$ cat src/rtl/fir_pkg.sv
// Shared definitions for the filter decimation buffer: default sample width,
// FSM state encoding and the saturating absolute-value helper.
package fir_pkg;

  localparam int FIR_DATA_W = 9;

  typedef enum logic {
    S_FILL = 1'b0,
    S_RUN  = 1'b1
  } state_t;

  // |x| for a two's-complement sample; the most-negative code clamps to max positive.
  function automatic logic [FIR_DATA_W-1:0] sat_abs(input logic [FIR_DATA_W-1:0] x);
    logic [FIR_DATA_W-1:0] w_mag;
    if (x == {1'b1, {(FIR_DATA_W-1){1'b0}}}) begin
      w_mag = {1'b0, {(FIR_DATA_W-1){1'b1}}};
    end else if (x[FIR_DATA_W-1]) begin
      w_mag = (~x) + FIR_DATA_W'(1);
    end else begin
      w_mag = x;
    end
    return w_mag;
  endfunction

endpackage

$ cat src/rtl/fir_sync_fifo.sv
// Generic DEPTH x DATA_W synchronous FIFO with registered show-ahead output.
// A push while full is accepted only when a pop happens in the same cycle.
module fir_sync_fifo #(
  parameter int DATA_W = 9,
  parameter int DEPTH  = 8,
  parameter int ADDR_W = $clog2(DEPTH)
) (
  input  logic              clk,
  input  logic              rst_n,
  input  logic              i_push,
  input  logic              i_pop,
  input  logic [DATA_W-1:0] i_din,
  output logic [DATA_W-1:0] o_dout,
  output logic [ADDR_W:0]   o_count,
  output logic              o_full,
  output logic              o_empty
);

  logic [DATA_W-1:0] r_mem [DEPTH];
  logic [ADDR_W-1:0] r_wr_ptr;
  logic [ADDR_W-1:0] r_rd_ptr;
  logic [ADDR_W:0]   r_count;
  logic [DATA_W-1:0] r_dout;

  logic              w_push;
  logic              w_pop;
  logic [ADDR_W-1:0] w_rd_nxt;

  assign o_empty  = (r_count == '0);
  assign o_full   = (r_count == (ADDR_W+1)'(DEPTH));
  assign w_pop    = i_pop && !o_empty;
  assign w_push   = i_push && (!o_full || w_pop);
  assign w_rd_nxt = w_pop ? r_rd_ptr + ADDR_W'(1) : r_rd_ptr;
  assign o_dout   = r_dout;
  assign o_count  = r_count;

  always_ff @(posedge clk) begin
    if (w_push) begin
      r_mem[r_wr_ptr] <= i_din;
    end
  end

  // dout preloads the entry rd_ptr will point at after this edge; when that
  // entry is the one being written now, take it straight from the input.
  always_ff @(posedge clk or negedge rst_n) begin
    if (!rst_n) begin
      r_wr_ptr <= '0;
      r_rd_ptr <= '0;
      r_count  <= '0;
      r_dout   <= '0;
    end else begin
      if (w_push) begin
        r_wr_ptr <= r_wr_ptr + ADDR_W'(1);
      end
      r_rd_ptr <= w_rd_nxt;
      if (w_push && (r_wr_ptr == w_rd_nxt)) begin
        r_dout <= i_din;
      end else begin
        r_dout <= r_mem[w_rd_nxt];
      end
      case ({w_push, w_pop})
        2'b10:   r_count <= r_count + (ADDR_W+1)'(1);
        2'b01:   r_count <= r_count - (ADDR_W+1)'(1);
        default: r_count <= r_count;
      endcase
    end
  end

endmodule

$ cat src/rtl/fir_decim_buffer.sv
// Drops the filter fill transient, decimates by DECIM and buffers kept samples
// behind a valid/ready port. Define FIR_PEAK_DETECT_EN to add the peak_abs output.
module fir_decim_buffer
  import fir_pkg::*;
#(
  parameter int DATA_W = FIR_DATA_W,
  parameter int DECIM  = 2,
  parameter int SKIP   = 3,
  parameter int DEPTH  = 8,
  parameter int ADDR_W = $clog2(DEPTH)
) (
  input  logic              clk,
  input  logic              rst,
  input  logic              in_en,
  input  logic [DATA_W-1:0] din,
  output logic              out_valid,
  input  logic              out_ready,
  output logic [DATA_W-1:0] dout,
  output logic [ADDR_W:0]   count,
  output logic              overflow,
  input  logic              clr_ovf
`ifdef FIR_PEAK_DETECT_EN
  ,
  output logic [DATA_W-1:0] peak_abs
`endif
);

  localparam int SKIP_W = (SKIP > 0) ? $clog2(SKIP + 1) : 1;
  localparam int PH_W   = (DECIM > 1) ? $clog2(DECIM) : 1;
  localparam state_t RST_STATE = (SKIP == 0) ? S_RUN : S_FILL;

  state_t            r_state;
  state_t            w_state_nxt;
  logic [SKIP_W-1:0] r_skip;
  logic [PH_W-1:0]   r_phase;
  logic              r_overflow;

  logic              w_keep;
  logic              w_pop;
  logic              w_full;
  logic              w_empty;
  logic              w_drop;

  always_comb begin
    w_state_nxt = r_state;
    w_keep      = 1'b0;
    case (r_state)
      S_FILL: begin
        if (in_en && (r_skip == SKIP_W'(SKIP - 1))) begin
          w_state_nxt = S_RUN;
        end
      end
      S_RUN: begin
        w_keep = in_en && (r_phase == '0);
      end
      default: w_state_nxt = RST_STATE;
    endcase
  end

  always_ff @(posedge clk or negedge rst) begin
    if (!rst) begin
      r_state <= RST_STATE;
      r_skip  <= '0;
      r_phase <= '0;
    end else begin
      r_state <= w_state_nxt;
      if ((r_state == S_FILL) && in_en) begin
        r_skip <= r_skip + SKIP_W'(1);
      end
      if ((r_state == S_RUN) && in_en) begin
        r_phase <= (r_phase == PH_W'(DECIM - 1)) ? '0 : r_phase + PH_W'(1);
      end
    end
  end

  fir_sync_fifo #(
    .DATA_W (DATA_W),
    .DEPTH  (DEPTH),
    .ADDR_W (ADDR_W)
  ) u_fifo (
    .clk     (clk),
    .rst_n   (rst),
    .i_push  (w_keep),
    .i_pop   (out_ready),
    .i_din   (din),
    .o_dout  (dout),
    .o_count (count),
    .o_full  (w_full),
    .o_empty (w_empty)
  );

  assign out_valid = !w_empty;
  assign w_pop     = out_valid && out_ready;
  assign w_drop    = w_keep && w_full && !w_pop;
  assign overflow  = r_overflow;

  always_ff @(posedge clk or negedge rst) begin
    if (!rst) begin
      r_overflow <= 1'b0;
    end else if (w_drop) begin
      r_overflow <= 1'b1;
    end else if (clr_ovf) begin
      r_overflow <= 1'b0;
    end
  end

`ifdef FIR_PEAK_DETECT_EN
  logic [DATA_W-1:0] r_peak;
  logic [DATA_W-1:0] w_abs;
  logic              w_push_acc;

  assign w_abs      = sat_abs(din);
  assign w_push_acc = w_keep && !w_drop;
  assign peak_abs   = r_peak;

  // A clear coinciding with a push restarts tracking from the new sample.
  always_ff @(posedge clk or negedge rst) begin
    if (!rst) begin
      r_peak <= '0;
    end else if (w_push_acc) begin
      if (clr_ovf || (w_abs > r_peak)) begin
        r_peak <= w_abs;
      end
    end else if (clr_ovf) begin
      r_peak <= '0;
    end
  end
`endif

endmodule

$ cat config.mk
export PLATFORM = sky130hd
export DESIGN_NAME = fir_decim_buffer
export DESIGN_NICKNAME = d
export VERILOG_FILES = /design/src/rtl/fir_pkg.sv /design/src/rtl/fir_sync_fifo.sv /design/src/rtl/fir_decim_buffer.sv
export SDC_FILE = /design/constraint.sdc
export NUM_CORES = 1
export LEC_CHECK = 0
export CORE_MARGIN = 3
export CORE_UTILIZATION = 40
export CTS_BUF_LIST = sky130_fd_sc_hd__clkbuf_16
export CTS_CLUSTER_SIZE = 24
export DETAILED_ROUTE_END_ITERATION = 12
export PLACE_DENSITY = 0.67
export SYNTH_ARGS = -nofsm -noshare
export SYNTH_HDL_FRONTEND = slang
export SYNTH_SLANG_ARGS = --single-unit
$ cat constraint.sdc
create_clock -name clk -period 5.15 [get_ports clk]
set_input_delay 0.7725 -clock clk [delete_from_list [all_inputs] [get_ports clk]]
set_output_delay 0.7725 -clock clk [all_outputs]
set_load 0.02 [all_outputs]
==> results of run 1 <==
## logic make-up (layout without fill, tap and decap cells)
family                   count (synthesis)  in the layout
multiplexers                            65             65
buffers and inverters                   26             54
flip-flops                              96             96
AO/OA/AOI/OAI                           59             59
adder cells (fa/ha/maj)                  4              4
XOR/XNOR                                14             14
AND/OR/NAND/NOR                         58             58
## synthesized netlist by cell type (6+ instances only)
| library cell | instances |
|---|---|
| edfxtp_1 | 72 |
| o21ai_0 | 9 |
| mux2i_1 | 23 |
| a21oi_1 | 10 |
| nand3_1 | 10 |
| a221oi_1 | 8 |
| a21o_1 | 10 |
| nand2_1 | 21 |
| mux4_2 | 16 |
| xnor2_1 | 8 |
| nor2_1 | 10 |
| mux2_2 | 26 |
| dfrtp_1 | 24 |
| buf_2 | 9 |
| o31ai_1 | 9 |
| clkbuf_1 | 6 |
## stage by stage
step	power, mW	cells
6_report	3.27	490
5_1_grt	3.46	490
4_1_cts	3.30	490
3_5_place_dp	2.63	474
3_3_place_gp	2.59	474
2_1_floorplan	2.25	322
## sequential cells by signal, summed over array words and instances (netlist names)
| name | flops |
|---|---|
| u_fifo.r_wr_ptr | 3 |
| r_skip | 2 |
| r_phase | 1 |
| overflow | 1 |
| u_fifo.o_count | 4 |
| u_fifo.r_rd_ptr | 3 |
| u_fifo.o_dout | 9 |
| r_state | 1 |
| u_fifo.r_mem | 72 |
## final cells by class
class | count | area (µm²) | share of cell area (%)
sequential | 96 | 2760 | 51.5
clock inverter | 7 | 70.1 | 1.31
timing repair buffer | 35 | 333 | 6.20
multi-input combinational | 200 | 1790 | 33.4
tap | 140 | 175 | 3.26
clock buffer | 9 | 225 | 4.19
inverter | 3 | 11.3 | 0.210
## critical path, stage by stage, from the launching register on
cell	delay, ns
dfrtp_1	0.95
ha_1	0.35
xor2_1	0.95
mux4_2	0.42
a21oi_1	0.18
a221oi_1	0.07
mux2_2	0.31
## metal layers
layer / GRT usage (%) / share of wire [%]
met5: 0 / 0
met4: 5.38 / 0.91
met3: 4.76 / 6.0
met2: 26.2 / 50
met1: 21.0 / 43
## power by group through the flow
stage	Combinational (mW)	Clock (mW)	Sequential (mW)
2_1_floorplan	1.14	0	1.12
3_3_place_gp	1.43	0	1.16
3_5_place_dp	1.46	0	1.17
4_1_cts	1.47	0.674	1.16
5_1_grt	1.58	0.703	1.18
6_report	1.45	0.667	1.16
## path summary, 6_finish.rpt
kind                            slack (ns)                 end                from  depth (start not counted)
max in group asynchronous             4.09  u_fifo.r_rd_ptr[1]                 rst                          2
worst max register to register        1.78    u_fifo.o_dout[0]  u_fifo.r_rd_ptr[0]                          6
min in group asynchronous             0.80    u_fifo.o_dout[5]                 rst                          2
worst max-delay path                  1.78    u_fifo.o_dout[0]  u_fifo.r_rd_ptr[0]                          6
worst min-delay path                  0.47             r_state             r_state                          1
worst min register to register        0.47             r_state             r_state                          1
## placed cells by master, fill, tap and decap left out, types with 10 or more instances in the layout
| master | count |
|---|---|
| mux2i_1 | 23 |
| clkdlybuf4s50_1 | 28 |
| dfrtp_1 | 24 |
| a21oi_1 | 10 |
| mux4_2 | 16 |
| nor2_1 | 10 |
| nand2_1 | 21 |
| a21o_1 | 10 |
| mux2_2 | 26 |
| edfxtp_1 | 72 |
| nand3_1 | 10 |
==> results.sh, run 1 <==
export IMPL_status="finished clean"
export IMPL_cts_tree="done"
export IMPL_synth_area_mux_share_pct=18.9
export IMPL_finalCritPeriodShare_pct=65.4
export IMPL_critPathLaunchType="flip-flop"
export IMPL_post_dp_cell_area_um2=5070
export IMPL_ctsResizeCount=0
export IMPL_grt_pass1_wl_um=15900
export IMPL_hold_class="reg2reg"
export IMPL_cp_max_fo=22
export IMPL_hpwl_um=6140
export IMPL_slew_headroom_pct=18.7
export IMPL_synth_area_leaders="edfxtp_1 46%, dfrtp_1 13%, mux4_2 7.7%"
export IMPL_ys_flop_type="edfxtp_1"
export IMPL_yosysWarningCount=0
export IMPL_cap_violations=0
export IMPL_swShare_pct=36.2
export IMPL_fillers=949
export IMPL_ys_seq_elements=96
export IMPL_grt_pass1_vias=2986
export IMPL_clk_latency_ns=0.34
export IMPL_drt_iter0_drc=254
export IMPL_syn_area_per_cell_um2=14.5
export IMPL_final_nets=363
export IMPL_die_y_um=114
export IMPL_ys_async_sr_fraction_pct=25.0
export IMPL_drt_wirelength_per_cell_um=20.4
export IMPL_fin_skew_ns=0.00804
export IMPL_min_period_ns=3.37
export IMPL_cts_made_buffers=9
export IMPL_end_kind="flip-flop"
export IMPL_power_frac_seq_pct=35.3
export IMPL_cts_root_buf="clkbuf_16"
export IMPL_gp_congestion=0.763
export IMPL_setup_slack_ns=1.78
export IMPL_syn_area_um2=4680
export IMPL_crit_required_ns=5.37
export IMPL_peakVddDrop_mv=0.265
export IMPL_setup_violations=0
export IMPL_drive_gt1_share_pct=19.7
export IMPL_p_int_mw=2.09
export IMPL_p_leak_nw=1.90
export IMPL_cts_buffer_depth=2
export IMPL_cts_sink_count=96
export IMPL_tightest_slew_ns=1.22
export IMPL_synth_compound_area_share_pct=9.43
export IMPL_yosys_area_top_type="edfxtp_1"
export IMPL_crit_type="reg2reg"
export IMPL_row_count=38
export IMPL_fp_coreArea_um2=11100
export IMPL_p_switching_mw=1.19
export IMPL_synth_edf_count=72
export IMPL_ios=29
export IMPL_drc_errors=0
export IMPL_yosys_area_share_simple_pct=5.99
export IMPL_yosysSeqAreaShare_pct=59.0
export IMPL_htreeDepth=3
export IMPL_ys_types=44
export IMPL_clkTransAtPathRegs_ns=0.06
export IMPL_rsz0062_at_grt="no"
export IMPL_synth_adder_area_share_pct=1.07
export IMPL_n_antenna_cell=0
export IMPL_maxSlewViolCount=0
export IMPL_dieArea_um2=13000
export IMPL_num_vias=2824
export IMPL_combPwrFrac_pct=44.3
export IMPL_die_w_um=114
export IMPL_finalHoldViolCount=0
export IMPL_first_pass_iters=4
export IMPL_portBuffers=28
export IMPL_power_share_clock_pct=20.4
export IMPL_area_growth_pct=14.7
export IMPL_syn_nets=340
export IMPL_grt_max_degree=37
export IMPL_place_ws_ns=1.64
export IMPL_grt_util_all_layers_pct=16.2
export IMPL_initial_utilization_pct=42.1
export IMPL_drt_total_wl_um=10000
export IMPL_cts_hold_buf=0
export IMPL_fmax_mhz=297
export IMPL_antenna_left=0
export IMPL_final_area_um2=5370
export IMPL_antenna_found_initial=0
export IMPL_drt_vias_per_instance=5.76
export IMPL_yosysTopAreaCellShare_pct=46.2
export IMPL_syn_inst=322
export IMPL_postCtsSetupBuffers=0
export IMPL_final_util_pct=48.3
export IMPL_fin_hold_ws_ns=0.472
export IMPL_synth_xor_area_share_pct=2.91
export IMPL_grt_ovfl_total=0
export IMPL_tns_ns=0
export IMPL_powerDensity_nw_per_um2=610
export IMPL_crit_arrival_ns=3.59
export IMPL_synth_top_family_by_area="multiplexers"
No activity file was read; power rests on OpenSTA's default activity.
==> inputs of run 2 (changes only) <==
--- a/config.mk
+++ b/config.mk
@@ -10,7 +10,7 @@
 export CTS_BUF_LIST = sky130_fd_sc_hd__clkbuf_16
 export CTS_CLUSTER_SIZE = 24
 export DETAILED_ROUTE_END_ITERATION = 12
-export PLACE_DENSITY = 0.67
+export PLACE_DENSITY = 0.7
 export SYNTH_ARGS = -nofsm -noshare
 export SYNTH_HDL_FRONTEND = slang
 export SYNTH_SLANG_ARGS = --single-unit
==> constraint.sdc (replaced) <==
create_clock -name clk -period 3 [get_ports clk]
set_input_delay 0.45 -clock clk [delete_from_list [all_inputs] [get_ports clk]]
set_output_delay 0.45 -clock clk [all_outputs]
set_load 0.02 [all_outputs]
==> run 2 against run 1 <==
Setup slack worse by 1.6 ns. Hold slack better by 0.0012 ns. Die area unchanged. Sequential share of layout area down 0.96 points. Sequential power rose by 62%. Register-to-register slack worse by 1.6 ns. Routed wire length increased by 1.6%. First-iteration DRC count down 40%. Clock power increased by 66%. Critical path type unchanged. Largest power group unchanged.
==> results.sh, run 2 (synthesis gave the netlist of run 1 again) <==
export IMPL_fp_coreArea_um2=11100
export IMPL_num_vias=2862
export IMPL_crit_type="reg2reg"
export IMPL_grt_max_degree=32
export IMPL_postCtsSetupBuffers=0
export IMPL_maxSlewViolCount=0
export IMPL_antenna_found_initial=0
export IMPL_row_count=38
export IMPL_drt_total_wl_um=10200
export IMPL_powerDensity_nw_per_um2=1040
export IMPL_hpwl_um=6720
export IMPL_area_growth_pct=16.9
export IMPL_dr_max_layer_used="met4"
export IMPL_cts_tree="done"
export IMPL_top_register="u_fifo.r_mem"
export IMPL_rrSetupSlack_ns=0.20
export IMPL_grt_pass1_vias=2975
export IMPL_grt_pass1_wl_um=16100
export IMPL_portBuffers=28
export IMPL_final_common_cell="edfxtp_1"
export IMPL_finalCritPeriodShare_pct=93.4
export IMPL_antenna_left=0
export IMPL_dieArea_um2=13000
export IMPL_fin_skew_ns=0.00904
export IMPL_peakVddDrop_mv=0.537
export IMPL_cts_root_buf="clkbuf_16"
export IMPL_tightest_slew_ns=1.03
export IMPL_finalHoldViolCount=0
export IMPL_cts_sink_count=96
export IMPL_largest_reg_flops=72
export IMPL_finalPower_mw=5.71
export IMPL_critPathLaunchType="flip-flop"
export IMPL_crit_start="u_fifo.o_count[3]"
export IMPL_drt_wirelength_per_cell_um=20.1
export IMPL_drc_errors=0
export IMPL_initial_utilization_pct=42.1
export IMPL_grt_ovfl_total=0
export IMPL_drt_met1_wl_um=4560
export IMPL_final_nets=378
export IMPL_fmax_mhz=357
export IMPL_drt_vias_per_instance=5.67
export IMPL_drive_gt1_share_pct=23.3
export IMPL_p_leak_nw=1.96
export IMPL_first_pass_iters=5
export IMPL_rsz0062_at_grt="no"
export IMPL_tns_ns=0
export IMPL_wl_met3_um=645
export IMPL_cts_hold_buf=0
export IMPL_die_y_um=114
export IMPL_htreeDepth=3
export IMPL_rr_worst_depth=6
export IMPL_hold_class="reg2reg"
export IMPL_layout_common_cells="72 x edfxtp_1, 28 x clkdlybuf4s50_1, 26 x mux2_2, 24 x dfrtp_1, 23 x mux2i_1"
export IMPL_clkTransAtPathRegs_ns=0.07
export IMPL_clk_latency_ns=0.34
export IMPL_gp_congestion=0.803
export IMPL_drt_iter0_drc=153
export IMPL_final_util_pct=49.2
export IMPL_cts_made_buffers=9
export IMPL_r2r_start="u_fifo.o_count[3]"
export IMPL_n_antenna_cell=0
export IMPL_grt_util_all_layers_pct=16.3
export IMPL_r2r_end="u_fifo.o_dout[0]"
export IMPL_end_kind="flip-flop"
export IMPL_cts_buffer_depth=2
export IMPL_cap_violations=0
export IMPL_ctsResizeCount=0
export IMPL_met2_length_um=4880
export IMPL_crit_arrival_ns=3.03
export IMPL_cp_max_fo=16
export IMPL_endpoint="u_fifo.o_dout[0]"
export IMPL_die_w_um=114
export IMPL_crit_required_ns=3.22
export IMPL_min_period_ns=2.80
export IMPL_ios=29
export IMPL_status="finished clean"
export IMPL_setup_violations=0
export IMPL_slew_headroom_pct=31.1
## run 2: cell types whose count changed in the layout (fill, tap and decap cells not counted)
cell / change
buf_4: +15
bufinv_16: -1
clkinv_2: -1
clkinv_4: -1
clkinvlp_4: +2
inv_1: -1
inv_8: +2
## run 2: critical path: stages (launching register included)
cell and delay [ns]:
dfrtp_1 0.47, o41ai_4 0.86, buf_4 0.35, nor2_1 0.07
xnor3_1 0.23, nand3_2 0.32, mux2_2 0.39
## run 2: power breakdown
part / total, mW / internal (mW) / leakage, nW / switching (mW)
Combinational: 2.73 / 1.35 / 0.892 / 1.37
Sequential: 1.88 / 1.69 / 0.931 / 0.187
Clock: 1.11 / 0.579 / 0.136 / 0.530
Total: 5.71 / 3.62 / 1.96 / 2.09
## run 2: per-layer routing
metal | track usage [%] | vias to the layer above
li1 | - | 1330
met5 | 0 | -
met3 | 4.44 | 13
met2 | 26.4 | 96
met1 | 21.9 | 1423
met4 | 3.96 | 0
## run 2: area by class of cell
| cell class | instances | area (µm²) |
|---|---|---|
| repair buffers | 50 | 445 |
| multi-input cells | 200 | 1790 |
| clock inverters | 7 | 60.1 |
| clock buffers | 9 | 225 |
| inverters | 3 | 11.3 |
| flip-flops and latches | 96 | 2760 |
| fillers | 960 | 5650 |
| well taps | 140 | 175 |
## run 2: how the worst min path moves through the flow
stage / slack (ns) / startpoint / cells past startpoint / endpoint
2_1_floorplan: 0.15 / rst / 0 / overflow
3_3_place_gp: 0.46 / r_state / 1 / r_state
3_5_place_dp: 0.46 / r_skip[0] / 1 / r_skip[0]
4_1_cts: 0.48 / r_skip[0] / 1 / r_skip[0]
5_1_grt: 0.50 / rst / 2 / u_fifo.o_dout[4]
6_report: 0.47 / r_skip[0] / 1 / r_skip[0]
## run 2: stage by stage
step / area [µm²] / setup WS (ns) / hold WS [ns] / std cells
2_1_floorplan: 4680 / 0.732 / 0.154 / 322
3_3_place_gp: 5190 / 0.173 / 0.459 / 489
3_5_place_dp: 5190 / 0.110 / 0.465 / 489
4_1_cts: 5470 / 0.187 / 0.477 / 505
5_1_grt: 5470 / 0.0276 / 0.499 / 505
6_report: 5470 / 0.198 / 0.473 / 505
==> inputs of run 3 (changes only) <==
--- a/config.mk
+++ b/config.mk
@@ -11,6 +11,7 @@
 export CTS_CLUSTER_SIZE = 24
 export DETAILED_ROUTE_END_ITERATION = 12
 export PLACE_DENSITY = 0.7
+export SKIP_LAST_GASP = 1
 export SYNTH_ARGS = -nofsm -noshare
 export SYNTH_HDL_FRONTEND = slang
 export SYNTH_SLANG_ARGS = --single-unit
==> results of run 3 <==
The final DEF is identical to that of run 2; final timing and power are the same.
